## src/rtl/bcd_to_bin_32_pkg.sv

```systemverilog
// Shared BCD definitions: FSM encoding, digit limits and default sizing
// used by the BCD-to-binary converter and the BCD counter bank.
package bcd_pkg;

    typedef enum logic {
        ST_IDLE = 1'b0,
        ST_CONV = 1'b1
    } state_t;

    localparam int          BCD_DIGIT_W = 4;
    localparam logic [3:0]  BCD_MAX     = 4'd9;
    localparam int          DIGITS_DEF  = 8;
    localparam int          BIN_W_DEF   = 27;

endpackage : bcd_pkg

```

## src/rtl/bcd_to_bin_32_if.sv

```systemverilog
// Start/busy/done request bus of the BCD-to-binary converter.
interface bcd_to_bin_32_if #(
    parameter int DIGITS = 8,
    parameter int BIN_W  = 27
);
    logic                  start;
    logic [4*DIGITS-1:0]   bcd_in;
    logic                  busy;
    logic                  done;
    logic                  err;
    logic [BIN_W-1:0]      bin_out;

    modport master (
        output start,
        output bcd_in,
        input  busy,
        input  done,
        input  err,
        input  bin_out
    );

    modport slave (
        input  start,
        input  bcd_in,
        output busy,
        output done,
        output err,
        output bin_out
    );
endinterface : bcd_to_bin_32_if

```

## src/rtl/bcd_to_bin_32_digit_mac.sv

```systemverilog
// One decimal accumulate step: acc*10 + digit, with an illegal-digit flag.
module bcd_digit_mac
    import bcd_pkg::*;
#(
    parameter int BIN_W = BIN_W_DEF
) (
    input  logic [BIN_W-1:0]       acc_i,
    input  logic [BCD_DIGIT_W-1:0] digit_i,
    output logic [BIN_W-1:0]       acc_o,
    output logic                   digit_err_o
);

    logic [BIN_W+3:0] ext_s;
    logic [BIN_W+3:0] sum_s;

    // acc*10 as (acc<<3)+(acc<<1), four guard bits before truncation
    always_comb begin
        ext_s       = {4'b0000, acc_i};
        sum_s       = (ext_s << 2'd3) + (ext_s << 2'd1) + {{BIN_W{1'b0}}, digit_i};
        acc_o       = sum_s[BIN_W-1:0];
        digit_err_o = (digit_i > BCD_MAX);
    end

endmodule : bcd_digit_mac

```

## src/rtl/bcd_to_bin_32.sv

```systemverilog
// Sequential packed-BCD to binary converter, one digit per clock, MSD first.
module bcd_to_bin_32
    import bcd_pkg::*;
#(
    parameter int DIGITS = DIGITS_DEF,
    parameter int BIN_W  = BIN_W_DEF
) (
    input  logic             clk,
    input  logic             rst,
    bcd_to_bin_32_if.slave   bus
);

    localparam int IDX_W = (DIGITS > 1) ? $clog2(DIGITS) : 1;
    localparam int WORD_W = BCD_DIGIT_W * DIGITS;

    state_t             state_q,    state_d;
    logic [WORD_W-1:0]  bcd_in_q,   bcd_in_d;
    logic [BIN_W-1:0]   acc_q,      acc_d;
    logic [IDX_W-1:0]   idx_q,      idx_d;
    logic               err_int_q,  err_int_d;
    logic               busy_q,     busy_d;
    logic               done_q,     done_d;
    logic               err_q,      err_d;
    logic [BIN_W-1:0]   bin_out_q,  bin_out_d;

    logic [BCD_DIGIT_W-1:0] digit_s;
    logic [BIN_W-1:0]       mac_acc_s;
    logic                   mac_err_s;
    logic                   fin_err_s;

    // Select the nibble addressed by the digit index
    always_comb begin
        digit_s = bcd_in_q[{idx_q, 2'b00} +: BCD_DIGIT_W];
    end

    bcd_digit_mac #(
        .BIN_W       (BIN_W)
    ) u_mac (
        .acc_i       (acc_q),
        .digit_i     (digit_s),
        .acc_o       (mac_acc_s),
        .digit_err_o (mac_err_s)
    );

    // Next-state and datapath updates; done is a single-cycle pulse
    always_comb begin
        state_d   = state_q;
        bcd_in_d  = bcd_in_q;
        acc_d     = acc_q;
        idx_d     = idx_q;
        err_int_d = err_int_q;
        busy_d    = busy_q;
        done_d    = 1'b0;
        err_d     = err_q;
        bin_out_d = bin_out_q;
        fin_err_s = err_int_q | mac_err_s;
        case (state_q)
            ST_IDLE: begin
                if (bus.start) begin
                    state_d   = ST_CONV;
                    bcd_in_d  = bus.bcd_in;
                    acc_d     = {BIN_W{1'b0}};
                    idx_d     = IDX_W'(DIGITS - 1);
                    err_int_d = 1'b0;
                    err_d     = 1'b0;
                    busy_d    = 1'b1;
                end else begin
                    busy_d    = 1'b0;
                end
            end
            ST_CONV: begin
                acc_d     = mac_acc_s;
                err_int_d = fin_err_s;
                if (idx_q == {IDX_W{1'b0}}) begin
                    state_d   = ST_IDLE;
                    busy_d    = 1'b0;
                    done_d    = 1'b1;
                    err_d     = fin_err_s;
                    bin_out_d = fin_err_s ? {BIN_W{1'b0}} : mac_acc_s;
                end else begin
                    idx_d     = idx_q - IDX_W'(1);
                end
            end
            default: begin
                state_d = ST_IDLE;
                busy_d  = 1'b0;
            end
        endcase
    end

    // State and output registers; reset aborts any conversion in flight
    always_ff @(posedge clk or posedge rst) begin
        if (rst) begin
            state_q   <= ST_IDLE;
            bcd_in_q  <= {WORD_W{1'b0}};
            acc_q     <= {BIN_W{1'b0}};
            idx_q     <= {IDX_W{1'b0}};
            err_int_q <= 1'b0;
            busy_q    <= 1'b0;
            done_q    <= 1'b0;
            err_q     <= 1'b0;
            bin_out_q <= {BIN_W{1'b0}};
        end else begin
            state_q   <= state_d;
            bcd_in_q  <= bcd_in_d;
            acc_q     <= acc_d;
            idx_q     <= idx_d;
            err_int_q <= err_int_d;
            busy_q    <= busy_d;
            done_q    <= done_d;
            err_q     <= err_d;
            bin_out_q <= bin_out_d;
        end
    end

    assign bus.busy    = busy_q;
    assign bus.done    = done_q;
    assign bus.err     = err_q;
    assign bus.bin_out = bin_out_q;

endmodule : bcd_to_bin_32

```

## src/flat_wrapper.sv

```systemverilog
// flat-port wrapper written by rule: the top's interface ports become plain ports
module bcd_to_bin_32_flat import bcd_pkg::*;
#(
    parameter int DIGITS = DIGITS_DEF,
    parameter int BIN_W  = BIN_W_DEF
)
  (clk, rst, bus_start, bus_bcd_in, bus_busy, bus_done, bus_err, bus_bin_out);
  bcd_to_bin_32_if #(.DIGITS(DIGITS), .BIN_W(BIN_W)) bus_i ();
  input  logic clk;
  input  logic rst;
  input wire logic [$bits(bus_i.start)-1:0] bus_start;
  input wire logic [$bits(bus_i.bcd_in)-1:0] bus_bcd_in;
  output wire logic [$bits(bus_i.busy)-1:0] bus_busy;
  output wire logic [$bits(bus_i.done)-1:0] bus_done;
  output wire logic [$bits(bus_i.err)-1:0] bus_err;
  output wire logic [$bits(bus_i.bin_out)-1:0] bus_bin_out;
  assign bus_i.start = bus_start;
  assign bus_i.bcd_in = bus_bcd_in;
  assign bus_busy = bus_i.busy;
  assign bus_done = bus_i.done;
  assign bus_err = bus_i.err;
  assign bus_bin_out = bus_i.bin_out;
  bcd_to_bin_32 #(.DIGITS(DIGITS), .BIN_W(BIN_W)) u_core (.clk(clk), .rst(rst), .bus(bus_i));
endmodule
```

## config.mk

```make
export PLATFORM = sky130hd
export DESIGN_NAME = bcd_to_bin_32_flat
export DESIGN_NICKNAME = d
export VERILOG_FILES = /design/src/rtl/bcd_to_bin_32_pkg.sv /design/src/rtl/bcd_to_bin_32_if.sv /design/src/rtl/bcd_to_bin_32_digit_mac.sv /design/src/rtl/bcd_to_bin_32.sv /design/src/flat_wrapper.sv
export SDC_FILE = /design/constraint.sdc
export NUM_CORES = 1
export LEC_CHECK = 0
export CORE_ASPECT_RATIO = 1.75
export CORE_MARGIN = 3
export CORE_UTILIZATION = 40
export CTS_CLUSTER_SIZE = 30
export DETAILED_ROUTE_END_ITERATION = 8
export PLACE_DENSITY = 0.61
export SYNTH_ARGS = -nofsm -noshare
export SYNTH_HDL_FRONTEND = slang
export SYNTH_HIERARCHICAL = 1
export SYNTH_SLANG_ARGS = --single-unit
```

## constraint.sdc

```tcl
create_clock -name clk -period 4 [get_ports clk]
set_input_delay 1.2 -clock clk [delete_from_list [all_inputs] [get_ports clk]]
set_output_delay 1.2 -clock clk [all_outputs]
set_load 0.05 [all_outputs]
```

==> results of run 1 <==
-- layout by cell type, fill, tap and decap left out, types with 9 or more instances in the layout --
master           count
dfrtp_1             91
clkdlybuf4s50_1     64
nand2_1             51
ha_1                50
o21ai_0             38
mux2_2              32
a22o_1              28
nand2b_1            28
a21oi_1             20
nor2_1              17
inv_1               15
xnor2_1             15
buf_4               10
clkbuf_16            9
-- repair_timing --
action	CTS	global route
gates resized for setup	0	4
setup buffers	0	3
endpoints found under the setup margin	0	16
-- metrics by stage --
stage / instances / hold WS [ps] / setup slack (ps) / cell area (µm²) / util
after floorplan: 508 / 475 / 358 / 5490 / -
after global placement: 725 / 475 / 209 / 6280 / 0.467
after detailed placement: 725 / 469 / 57.2 / 6280 / 0.467
after CTS: 741 / 488 / 40.2 / 6610 / 0.491
after global routing: 744 / 520 / 2.38 / 6640 / 0.494
final: 744 / 489 / 272 / 6640 / 0.494
-- registers in the layout (all words and copies together) (netlist names) --
signal	cells
u_core/err_int_q	1
u_core/state_q	1
u_core/bus.bin_out	27
u_core/bcd_in_q	32
u_core/bus.busy	1
u_core/bus.done	1
u_core/idx_q	3
u_core/bus.err	1
u_core/acc_q	26
-- final timing paths --
check	slack, ps	cells past startpoint	startpoint	end
worst min register to register	490	1	u_core/bus.busy$_DFFE_PP0P_	u_core/bus.busy$_DFFE_PP0P_
worst max register to register	270	16	u_core/idx_q[0]$_DFFE_PP0P_	u_core/bus.bin_out[24]$_DFFE_PP0P_
min in group asynchronous	1100	2	rst	u_core/acc_q[24]$_DFFE_PP0P_
worst min-delay path	490	1	u_core/bus.busy$_DFFE_PP0P_	u_core/bus.busy$_DFFE_PP0P_
worst max-delay path	270	16	u_core/idx_q[0]$_DFFE_PP0P_	u_core/bus.bin_out[24]$_DFFE_PP0P_
max in group asynchronous	2210	3	rst	u_core/acc_q[10]$_DFFE_PP0P_
-- worst max-delay path, cell delays in order (launching register included) --
cell and delay [ps]:
dfrtp_2 480, buf_4 180, mux4_2 520, nand2_1 100, nand2_1 70, ha_1 200, ha_1 210, inv_1 80
fa_2 240, nor2b_4 50, o31a_4 300, o21ai_0 310, o311a_1 310, o21ai_2 70, a21oi_1 180, xnor2_1 110
a22o_1 200
-- layout make-up --
type                    count  area share
multi-input cells         370       0.447
clock inverters             6      0.0138
clock buffers              10      0.0360
flip-flops and latches     93       0.351
repair buffers             75       0.111
well taps                 174      0.0328
inverters                  16     0.00923
-- per-layer routing --
layer | global-route usage | share of wire
met2 | 0.330 | 0.55
met5 | 0 | 0
met3 | 0.0440 | 0.050
met4 | 0.0742 | 0.031
met1 | 0.191 | 0.37
==> out/qor.yml, run 1 <==
start_util: 0.408
cts_inserted_buffers: 9
syn_area_um2: 5490
diodes: 0
die_area_um2: 15200
cp-end-kind: "register"
cts_max_path_buffers: 2
clk_pin_slew_worst_paths_ps: 70
setup_tns_ps: 0
clockRootBuffer: "clkbuf_16"
placementRows: 56
postRouteAntennaNets: 0
drc_errors: 0
setup_viol: 0
cp.required_ps: 4230
fin_skew_ps: 6.19
place.port_buffers: 64
antenna_found_initial: 0
cts.sinks: 93
die_h_um: 161
max_freq_ghz: 0.268
fin_nets: 652
drive_gt1_frac: 0.149
avgSynthCellArea_um2: 10.8
pin_count: 65
period_needed_ps: 3730
yosys_warnings: 6
clk_latency_ps: 340
place_hpwl_mm: 9.63
wirelength_mm: 12.7
slew_viol_final: 0
grt_setup_unrepaired: "false"
hp-class: "register to register"
crit_type: "register to register"
drt_first_pass_iters: 4
multi_input_area_um2: 2970
syn_to_final_growth_pct: 21.0
die_x_um: 94.6
core-area_um2: 13500
drtIter0Drc: 155
place_congestion: 0.892
grt_first_pass_wirelength_mm: 21.5
final.period_utilization: 0.932
arrival_ps: 3960
finalHoldViolations: 0
drv_cap: 0
regArea_um2: 2330
grt_pass1_vias: 4385
grtUsageTotal: 0.180
n_fill_cell: 1251
synth_nets: 595
synth_cells: 508
cts_tree: "done"
viasPerCell: 5.44
grt-ovfl-total: 0
num_vias: 4047
worst_pin_slew_ps: 715
grt_max_degree: 49
startpoint_type: "register"
slew_headroom: 0.524
post_drt_wl_per_cell_um: 17.0
status: "finished clean"
cts-htree-levels: 3
critPathMaxFanout: 8
holdBufCountCts: 0
Power of run 1 is not shown: default switching activity piles up to over one toggle a cycle in this logic, so the estimate is an artifact.
==> run 2: changes to the inputs <==
Settings changed: CTS_CLUSTER_SIZE 30 to unset.
==> results of run 2 <==
Final layout, timing and power as in run 1 (identical DEF).
Power of run 2 is left out for the same reason.
